File: src/rtl/cprv_decode_stage.sv
// RV64I decode stage: regfile read, N-entry bypass, immediate generation,
// load-use stall and a valid/ready pipeline register towards EX.
module cprv_decode_stage #(
  parameter int unsigned INSTR_WIDTH = 32,
  parameter int unsigned DATA_WIDTH  = 64,
  parameter int unsigned NUM_FWD     = 2
) (
  input  logic                           clk,
  input  logic                           rst_n,
  input  logic                           valid_id_i,
  output logic                           ready_id_o,
  input  logic [INSTR_WIDTH-1:0]         instr_data_id_i,
  input  logic [DATA_WIDTH-1:0]          pc_id_i,
  input  logic                           flush_i,
  output logic [4:0]                     rs1_addr_rf_o,
  output logic [4:0]                     rs2_addr_rf_o,
  input  logic [DATA_WIDTH-1:0]          rs1_data_rf_i,
  input  logic [DATA_WIDTH-1:0]          rs2_data_rf_i,
  input  logic [NUM_FWD-1:0]             fwd_valid_i,
  input  logic [NUM_FWD-1:0]             fwd_pending_i,
  input  logic [NUM_FWD*5-1:0]           fwd_addr_i,
  input  logic [NUM_FWD*DATA_WIDTH-1:0]  fwd_data_i,
  output logic                           valid_ex_o,
  input  logic                           ready_ex_i,
  output logic [DATA_WIDTH-1:0]          pc_ex_o,
  output logic [DATA_WIDTH-1:0]          rs1_data_ex_o,
  output logic [DATA_WIDTH-1:0]          rs2_data_ex_o,
  output logic [DATA_WIDTH-1:0]          imm_data_ex_o,
  output logic [4:0]                     rd_addr_ex_o,
  output logic [6:0]                     opcode_ex_o,
  output logic [2:0]                     funct3_ex_o,
  output logic [6:0]                     funct7_ex_o,
  output logic                           rd_en_ex_o,
  output logic                           mem_r_en_ex_o,
  output logic                           mem_w_en_ex_o,
  output logic                           illegal_ex_o
);

  localparam int unsigned REG_AW = 5;

  localparam logic [6:0] OPC_LOAD      = 7'b0000011;
  localparam logic [6:0] OPC_MISC_MEM  = 7'b0001111;
  localparam logic [6:0] OPC_OP_IMM    = 7'b0010011;
  localparam logic [6:0] OPC_AUIPC     = 7'b0010111;
  localparam logic [6:0] OPC_OP_IMM_32 = 7'b0011011;
  localparam logic [6:0] OPC_STORE     = 7'b0100011;
  localparam logic [6:0] OPC_OP        = 7'b0110011;
  localparam logic [6:0] OPC_LUI       = 7'b0110111;
  localparam logic [6:0] OPC_OP_32     = 7'b0111011;
  localparam logic [6:0] OPC_BRANCH    = 7'b1100011;
  localparam logic [6:0] OPC_JALR      = 7'b1100111;
  localparam logic [6:0] OPC_JAL       = 7'b1101111;
  localparam logic [6:0] OPC_SYSTEM    = 7'b1110011;

  typedef struct packed {
    logic [DATA_WIDTH-1:0] pc;
    logic [DATA_WIDTH-1:0] rs1;
    logic [DATA_WIDTH-1:0] rs2;
    logic [DATA_WIDTH-1:0] imm;
    logic [4:0]            rd;
    logic [6:0]            opcode;
    logic [2:0]            funct3;
    logic [6:0]            funct7;
    logic                  rd_en;
    logic                  mem_r_en;
    logic                  mem_w_en;
    logic                  illegal;
  } payload_t;

  logic [31:0]           instr;
  logic [6:0]            opcode;
  logic [4:0]            rs1_addr;
  logic [4:0]            rs2_addr;
  logic [DATA_WIDTH-1:0] rs1_val;
  logic [DATA_WIDTH-1:0] rs2_val;
  logic                  rs1_pend;
  logic                  rs2_pend;
  logic                  stall;
  logic                  cke;
  logic                  writes_rd;
  logic                  legal_opc;
  payload_t              dec;
  payload_t              pay_d, pay_q;
  logic                  valid_d, valid_q;

  assign instr    = instr_data_id_i[31:0];
  assign opcode   = instr[6:0];
  assign rs1_addr = instr[19:15];
  assign rs2_addr = instr[24:20];

  assign rs1_addr_rf_o = rs1_addr;
  assign rs2_addr_rf_o = rs2_addr;

  // Bypass select: scan oldest to youngest so the lowest matching index wins.
  always_comb begin
    rs1_val  = rs1_data_rf_i;
    rs2_val  = rs2_data_rf_i;
    rs1_pend = 1'b0;
    rs2_pend = 1'b0;
    for (int i = int'(NUM_FWD) - 1; i >= 0; i--) begin
      if (fwd_valid_i[i] && (fwd_addr_i[REG_AW*i +: REG_AW] == rs1_addr)) begin
        rs1_val  = fwd_data_i[DATA_WIDTH*i +: DATA_WIDTH];
        rs1_pend = fwd_pending_i[i];
      end
      if (fwd_valid_i[i] && (fwd_addr_i[REG_AW*i +: REG_AW] == rs2_addr)) begin
        rs2_val  = fwd_data_i[DATA_WIDTH*i +: DATA_WIDTH];
        rs2_pend = fwd_pending_i[i];
      end
    end
    if (rs1_addr == 5'd0) begin
      rs1_val  = '0;
      rs1_pend = 1'b0;
    end
    if (rs2_addr == 5'd0) begin
      rs2_val  = '0;
      rs2_pend = 1'b0;
    end
  end

  assign stall      = valid_id_i & (rs1_pend | rs2_pend);
  assign cke        = ~valid_q | ready_ex_i;
  assign ready_id_o = flush_i | (cke & ~stall);

  // Instruction decode: immediate per format, enables and illegal flag.
  always_comb begin
    dec        = '0;
    writes_rd  = 1'b0;
    legal_opc  = 1'b0;
    dec.pc     = pc_id_i;
    dec.rs1    = rs1_val;
    dec.rs2    = rs2_val;
    dec.rd     = instr[11:7];
    dec.opcode = opcode;
    dec.funct3 = instr[14:12];
    dec.funct7 = instr[31:25];

    unique case (opcode)
      OPC_LOAD, OPC_OP_IMM, OPC_OP_IMM_32, OPC_JALR:
        dec.imm = {{(DATA_WIDTH-12){instr[31]}}, instr[31:20]};
      OPC_STORE:
        dec.imm = {{(DATA_WIDTH-12){instr[31]}}, instr[31:25], instr[11:7]};
      OPC_BRANCH:
        dec.imm = {{(DATA_WIDTH-13){instr[31]}}, instr[31], instr[7],
                   instr[30:25], instr[11:8], 1'b0};
      OPC_LUI, OPC_AUIPC:
        dec.imm = {{(DATA_WIDTH-32){instr[31]}}, instr[31:12], 12'b0};
      OPC_JAL:
        dec.imm = {{(DATA_WIDTH-21){instr[31]}}, instr[31], instr[19:12],
                   instr[20], instr[30:21], 1'b0};
      default:
        dec.imm = '0;
    endcase

    unique case (opcode)
      OPC_OP, OPC_OP_IMM, OPC_OP_32, OPC_OP_IMM_32, OPC_LOAD,
      OPC_LUI, OPC_AUIPC, OPC_JAL, OPC_JALR: begin
        writes_rd = 1'b1;
        legal_opc = 1'b1;
      end
      OPC_STORE, OPC_BRANCH, OPC_MISC_MEM, OPC_SYSTEM:
        legal_opc = 1'b1;
      default: ;
    endcase

    dec.illegal  = (instr[1:0] != 2'b11) | ~legal_opc;
    dec.rd_en    = writes_rd & (dec.rd != 5'd0) & ~dec.illegal;
    dec.mem_r_en = (opcode == OPC_LOAD) & ~dec.illegal;
    dec.mem_w_en = (opcode == OPC_STORE) & ~dec.illegal;
  end

  // Pipeline register next state: flush, then hold, then bubble, then load.
  always_comb begin
    valid_d = valid_q;
    pay_d   = pay_q;
    if (flush_i) begin
      valid_d = 1'b0;
    end else if (cke) begin
      if (stall) begin
        valid_d = 1'b0;
      end else begin
        valid_d = valid_id_i;
        pay_d   = dec;
      end
    end
  end

  // EX pipeline register.
  always_ff @(posedge clk or negedge rst_n) begin
    if (!rst_n) begin
      valid_q <= 1'b0;
      pay_q   <= '0;
    end else begin
      valid_q <= valid_d;
      pay_q   <= pay_d;
    end
  end

  assign valid_ex_o    = valid_q;
  assign pc_ex_o       = pay_q.pc;
  assign rs1_data_ex_o = pay_q.rs1;
  assign rs2_data_ex_o = pay_q.rs2;
  assign imm_data_ex_o = pay_q.imm;
  assign rd_addr_ex_o  = pay_q.rd;
  assign opcode_ex_o   = pay_q.opcode;
  assign funct3_ex_o   = pay_q.funct3;
  assign funct7_ex_o   = pay_q.funct7;
  assign rd_en_ex_o    = pay_q.rd_en;
  assign mem_r_en_ex_o = pay_q.mem_r_en;
  assign mem_w_en_ex_o = pay_q.mem_w_en;
  assign illegal_ex_o  = pay_q.illegal;

endmodule

File: config.mk
export PLATFORM = sky130hd
export DESIGN_NAME = cprv_decode_stage
export DESIGN_NICKNAME = d
export VERILOG_FILES = /design/src/rtl/cprv_decode_stage.sv
export SDC_FILE = /design/constraint.sdc
export NUM_CORES = 1
export LEC_CHECK = 0
export ABC_CLOCK_PERIOD_IN_PS = 2250
export CORE_AREA = 2 2 261 263
export CTS_CLUSTER_DIAMETER = 60
export DETAILED_ROUTE_END_ITERATION = 10
export DIE_AREA = 0 0 263 265
export PLACE_DENSITY = 0.51
export SYNTH_ARGS = -nofsm -noshare
export SYNTH_HDL_FRONTEND = slang
export SYNTH_SLANG_ARGS = --single-unit
File: constraint.sdc
create_clock -name clk -period 2.25 [get_ports clk]
set_clock_uncertainty 0.2 [all_clocks]
set_input_delay 0.45 -clock clk [delete_from_list [all_inputs] [get_ports clk]]
set_output_delay 0.45 -clock clk [all_outputs]
set_load 0.01 [all_outputs]
==> results by group, run 1 <==
Outcome
  • Failing checks: negative setup slack
  • Status: finished, violations left

Clock tree
  • Clock Pin Slew Worst Setup and Hold Paths: 0.05 ns
  • CTS tree: built
  • Sink Count: 251
  • Number of CTS-inserted buffers: 36
  • Root Buffer Master: clkbuf_16
  • Longest Clk Path Bufs: 3
  • H-tree Lvls: 2
  • Clk_lat worst skew: 0.54 ns

GRT
  • Pin count of the biggest net entering global routing: 93
  • Global route total overflow: 0
  • Antenna violations before repair: 0
  • Gr usage total: 0.177
  • Vias in the first global route: 13711
  • First-pass GRT wire length: 93200 µm

Drt
  • Number of DRC markers in iteration 0: 612
  • Post-DR vias/cell: 4.42
  • Antenna Nets Post-Route: 0
  • Drt total wl: 65000 µm
  • Mean routed wirelength per cell: 22.7 µm
  • Via count: 12677
  • DR pass1 iterations: 5
  • Number of remaining DRC errors: 0

Logic synthesis
  • Ys async rst share: 1.00
  • Yosys reg bits: 251
  • Dominant synthesized flop cell: dfrtp_1
  • Register area share after synthesis: 0.471
  • Syn_area_per_cell: 11.3 µm²
  • Mapped Cells: 1175
  • Unique masters post-synth: 39
  • Post-synthesis cell area: 0.0133 mm²
  • EDFF count, synth: 0
  • Synth warn: 0
  • Mapped Nets: 1546

STA
  • Setup WS post-layout: -0.408 ns
  • Min Tclk post-route: 2.66 ns
  • Worst-margin pin slew: 0.814 ns
  • Fmax: 376 MHz
  • Final period utilization: 1.18
  • Max-slew violations: 0
  • Relative slew margins: 0.457
  • Hold Fails Final Rpt: 0
  • Setup Viol. Count Final: 251
  • RSZ-0062 raised after global routing: true

Finish
  • Final Non-Filler Cells: 2867
  • # nets final: 2338
  • Cell area after layout: 0.0253 mm²
  • Syn-to-layout area delta: 89.8%
  • Layout cell share with drive strength beyond 1: 0.287
  • # diodes: 0

Floorplanning
  • Die width: 263 µm
  • Die ar.: 0.0697 mm²
  • Row count: 95
  • # IOs: 665
  • Core area: 0.0668 mm²
  • Initial Utilization: 0.200
  • Die Ht: 265 µm

Place
  • Routability Congestion: 0.898
  • I/O Buffers: 664
  • Placed Area: 0.0217 mm²
  • Final HPWL DP: 46400 µm
  • Placed cells: 2732

Worst hold path
  • Worst Hold Class: primary input to register

Worst setup path
  • WS Path Type: primary input to output pin
  • Crit path launch type: primary input
  • Data arrival time of the critical path: 2.01 ns
  • Setup slack, reg-to-reg: -0.23 ns
  • CP Max Fanout: 3
  • CP Capture Type: output pin
  • Req. time, crit path: 1.60 ns

Power and ir drop
  • Maximum VDD drop: 0.555 mV
  • Pwr/cell area: 649 mW/mm²
  • Leakage power total: 11.0 nW

Run
  • Max-cap violations: 0
-- cell families after synthesis --
kind of cell | share of synthesized area
simple gates | 0.0244
flops | 0.471
compound gates | 0.119
xor+xnor | 0.0131
buf+inv | 0.0653
mux | 0.306
-- stage by stage --
stage	TNS, ns	setup slack [ns]	util	power (W)	hold WS [ns]
floorplan	-38.02	-0.176	-	0.00697	-0.0456
global placement	-328.98	-1.57	0.325	0.00983	0.267
detailed placement	-320.88	-1.53	0.325	0.00986	0.274
CTS	-52.53	-0.412	0.370	0.0163	0.150
global route	-72.63	-0.457	0.379	0.0171	0.163
finish	-65.70	-0.408	0.379	0.0164	0.192
-- flip-flops by register name (all words and copies together), names as in the netlist --
name,cells
rs2_data_ex_o,64
rs1_data_ex_o,64
rd_en_ex_o,1
mem_w_en_ex_o,1
imm_data_ex_o,32
valid_ex_o,1
mem_r_en_ex_o,1
rd_addr_ex_o,5
pc_ex_o,64
illegal_ex_o,1
funct7_ex_o,7
funct3_ex_o,3
opcode_ex_o,7
-- routing by layer --
| metal | global-route usage | part of all wire | vias to the layer above | wire length, µm |
|---|---|---|---|---|
| met3 | 0.0510 | 0.070 | 73 | 4530 |
| met1 | 0.211 | 0.41 | 6335 | 26800 |
| li1 | - | - | 5784 | - |
| met2 | 0.311 | 0.49 | 485 | 32000 |
| met4 | 0.0497 | 0.025 | 0 | 1620 |
| met5 | 0 | 0 | - | 0 |
-- power breakdown --
| part | leakage, nW | total (W) | internal, W | switching, W |
|---|---|---|---|---|
| clock network | 0.547 | 0.00548 | 0.00330 | 0.00218 |
| logic | 7.45 | 0.00539 | 0.00333 | 0.00206 |
| registers | 3.01 | 0.00553 | 0.00514 | 0.000388 |
| total | 11.0 | 0.0164 | 0.0118 | 0.00463 |
-- cell usage in the layout, fill, tap and decap left out, types with 3 or more instances in the layout --
cell and n:
mux2i_2 7, buf_8 19, nor2b_1 4, xor2_1 7
dfrtp_1 250, nor2_1 6, nor3_1 3, buf_12 40
mux2_2 11, clkbuf_1 10, o21a_1 3, xnor2_2 6
nor3_2 4, clkinvlp_4 5, mux2_4 220, buf_4 129
dlymetal6s2s_1 11, a21oi_1 141, mux2i_1 139, a22o_1 5
nand2_2 4, buf_16 18, clkbuf_16 39, nand2_1 15
xor2_2 3, clkbuf_8 4, clkdlybuf4s50_1 599, o21ai_0 143
inv_6 3, dlygate4sd2_1 32, inv_1 27, buf_2 9
buf_6 22, nand2b_1 3
-- critical path: stages --
cell and delay (ns):
buf_8 0.11, xor2_1 0.17, nor3_2 0.20, buf_4 0.15
nand3_4 0.07, a211o_1 0.29, o21a_1 0.20, o21bai_2 0.12
buf_6 0.14, buf_6 0.10
-- cell type report --
| type | instances | area, µm² |
|---|---|---|
| clock buffer | 51 | 1020 |
| clock inverter | 14 | 133 |
| fill | 6540 | 41500 |
| inverter | 27 | 101 |
| multi-input combinational | 765 | 7290 |
| sequential | 251 | 6280 |
| tap | 873 | 1090 |
| timing repair buffer | 886 | 9380 |
-- repair_timing --
item                                   in CTS  in global routing
hold buffers                                1                  0
endpoints found under the hold margin      42                  0
pin swaps                                  27                  8
buffers inserted                           46                 16
gates resized for setup                   331                202
cloned                                     24                  2
setup endpoints to repair                 299                262
-- cells in the mapped netlist (2+ instances only) --
cell | number | area [µm²]
o21bai_1 | 2 | 15.0
and2_1 | 3 | 18.8
nand3_1 | 5 | 25.0
a21oi_1 | 143 | 716
inv_1 | 27 | 101
dfrtp_1 | 251 | 6280
xor2_1 | 11 | 96.3
buf_4 | 61 | 458
buf_6 | 3 | 33.8
nor2_1 | 8 | 30.0
nor3_1 | 9 | 45.0
nor4_1 | 2 | 12.5
clkbuf_1 | 49 | 184
and3_1 | 3 | 18.8
nor2b_1 | 4 | 25.0
mux2_2 | 50 | 563
o21ai_0 | 143 | 716
a22o_1 | 5 | 43.8
mux2i_1 | 147 | 1470
nand2_1 | 19 | 71.3
o21a_1 | 3 | 22.5
and4_1 | 2 | 17.5
buf_2 | 18 | 90.1
xnor2_1 | 9 | 78.8
mux2_1 | 182 | 2050
nand2b_1 | 3 | 18.8
-- worst paths after layout --
| kind | depth (start not counted) | from | end |
|---|---|---|---|
| max reg2reg | 10 | valid_ex_o | rs2_data_ex_o[44] |
| max in group asynchronous | 3 | rst_n | pc_ex_o[23] |
| min in group asynchronous | 2 | rst_n | rs1_data_ex_o[48] |
| min | 4 | instr_data_id_i[20] | imm_data_ex_o[20] |
| max | 10 | instr_data_id_i[21] | ready_id_o |
| min reg2reg | 1 | rs2_data_ex_o[25] | rs2_data_ex_o[25] |
No activity file was read; power rests on OpenSTA's default activity.
==> run 2: changes to the inputs <==
--- a/config.mk
+++ b/config.mk
@@ -10,7 +10,8 @@
 export CTS_CLUSTER_DIAMETER = 60
 export DETAILED_ROUTE_END_ITERATION = 10
 export DIE_AREA = 0 0 263 265
-export PLACE_DENSITY = 0.51
+export GPL_TIMING_DRIVEN = 1
+export PLACE_DENSITY = 0.57
 export SYNTH_ARGS = -nofsm -noshare
 export SYNTH_HDL_FRONTEND = slang
 export SYNTH_SLANG_ARGS = --single-unit
==> results by group, run 2 (synthesis gave the netlist of run 1 again) <==
Outcome
  • Status: finished, violations left
  • Failing checks: negative setup slack

STA
  • Hold Worst Slack: 0.158 ns
  • Max-slew violations: 0
  • Setup Viol. Count Final: 240
  • Relative slew margins: 0.561
  • Fmax: 388 MHz
  • RSZ-0062 raised after global routing: true
  • Setup WS post-layout: -0.326 ns
  • Final period utilization: 1.14
  • Worst-margin pin slew: 0.658 ns
  • Min Tclk post-route: 2.58 ns
  • Hold Fails Final Rpt: 0

Worst setup path
  • Req. time, crit path: 2.46 ns
  • CP Buf/Inv Count: 8
  • CP Max Fanout: 5
  • Data arrival time of the critical path: 2.79 ns
  • Worst path most repeated cell: buf_12
  • Delay-heaviest family, CP: buffers and inverters
  • CP Capture Type: register
  • Worst path max stage delay: 0.33 ns
  • WS Path Type: primary input to register
  • Crit path launch type: primary input
  • CP max-delay cell: a211o_1
  • CP Cell Sequence: buf_12 > xor2_1 > nor3_1 > buf_4 > nand3_4 > a211o_1 > buf_4 > o32ai_4 > buf_12 > buf_8 > buf_12 > clkbuf_16 > clkbuf_16 > mux2_1
  • Setup slack, reg-to-reg: -0.17 ns

GRT
  • Gr usage total: 0.167
  • Pin count of the biggest net entering global routing: 105
  • Vias in the first global route: 13608
  • Global route total overflow: 0
  • First-pass GRT wire length: 88600 µm
  • Antenna violations before repair: 4

Clock tree
  • Clock Pin Slew Worst Setup and Hold Paths: 0.05 ns
  • H-tree Lvls: 2
  • Clk_lat worst skew: 0.53 ns
  • Longest Clk Path Bufs: 3
  • Root Buffer Master: clkbuf_16
  • Number of CTS-inserted buffers: 36
  • Sink Count: 251
  • CTS tree: built

Drt
  • DR pass1 iterations: 5
  • Mean routed wirelength per cell: 21.3 µm
  • Antenna Nets Post-Route: 0
  • Number of remaining DRC errors: 0
  • Post-DR vias/cell: 4.34
  • Number of DRC markers in iteration 0: 662
  • Via count: 12409
  • Drt total wl: 60800 µm

Floorplanning
  • Die ar.: 0.0697 mm²
  • Core area: 0.0668 mm²
  • Initial Utilization: 0.200
  • Die Ht: 265 µm
  • Die width: 263 µm
  • # IOs: 665
  • Row count: 95

Finish
  • Layout cell share with drive strength beyond 1: 0.228
  • Cell area after layout: 0.0248 mm²
  • Multi-input logic area: 0.00675 mm²
  • Most frequent cells in the layout: clkdlybuf4s50_1, dfrtp_1, o21ai_0
  • FILL cells: 6525
  • Final Non-Filler Cells: 2857
  • Syn-to-layout area delta: 86.0%
  • Register Area: 0.00628 mm²
  • # nets final: 2328
  • Most common cell after layout, fill and taps aside: clkdlybuf4s50_1

Place
  • Routability Congestion: 0.897
  • Placed cells: 2721
  • I/O Buffers: 664
  • Placed Area: 0.0216 mm²
  • Final HPWL DP: 44200 µm

Power and ir drop
  • Pwr/cell area: 643 mW/mm²
  • Leakage power total: 10.4 nW
  • Maximum VDD drop: 0.546 mV
  • Total power: 0.0159 W

Worst hold path
  • Worst Hold Class: primary input to register

Run
  • Max-cap violations: 0
run 2: layout make-up:
type | count | area share
sequential | 251 | 0.253
multi-input combinational | 765 | 0.272
clock buffer | 51 | 0.0419
clock inverter | 12 | 0.00454
timing repair buffer | 876 | 0.380
inverter | 27 | 0.00419
antenna | 2 | 0.000202
tap | 873 | 0.0441
run 2: layer usage:
layer	GRT usage	up-vias	wire length, µm
met5	0	-	40
met4	0.0491	6	1440
met3	0.0517	71	4520
met2	0.290	496	29800
met1	0.197	6074	25000
li1	-	5762	-
run 2: stage by stage:
| step | util | setup WS (ns) | setup TNS, ns |
|---|---|---|---|
| after floorplan | - | -0.176 | -38.02 |
| after global placement | 0.324 | -1.52 | -312.32 |
| after detailed placement | 0.324 | -1.54 | -312.82 |
| after CTS | 0.363 | -0.319 | -43.49 |
| after global routing | 0.371 | -0.356 | -57.35 |
| final | 0.371 | -0.326 | -51.73 |
run 2: path summary, 6_finish.rpt:
check	endpoint	cells after the start	startpoint
worst max register to register	pc_ex_o[53]	9	valid_ex_o
worst min-delay path	imm_data_ex_o[22]	4	instr_data_id_i[22]
worst min register to register	rs2_data_ex_o[47]	1	rs2_data_ex_o[47]
worst max-delay path	pc_ex_o[53]	14	instr_data_id_i[21]
min in group asynchronous	rs1_data_ex_o[11]	2	rst_n
max in group asynchronous	pc_ex_o[20]	3	rst_n
run 2: timing repair:
item,in CTS,in global routing
setup buffers,35,17
setup endpoints to repair,307,261
pin swaps,28,16
gates resized for setup,251,106
hold buffers,1,0
cloned,21,4
endpoints found under the hold margin,34,0
run 2: worst min-delay path, stage by stage:
cell,delay (ns)
buf_6,0.10
buf_4,0.12
a21oi_1,0.06
mux2i_1,0.12
run 2: power by group:
part / switching [W] / leakage [nW] / internal [W]
Combinational: 0.00192 / 6.82 / 0.00302
Clock: 0.00215 / 0.562 / 0.00335
Sequential: 0.000355 / 3.01 / 0.00514
Total: 0.00443 / 10.4 / 0.0115
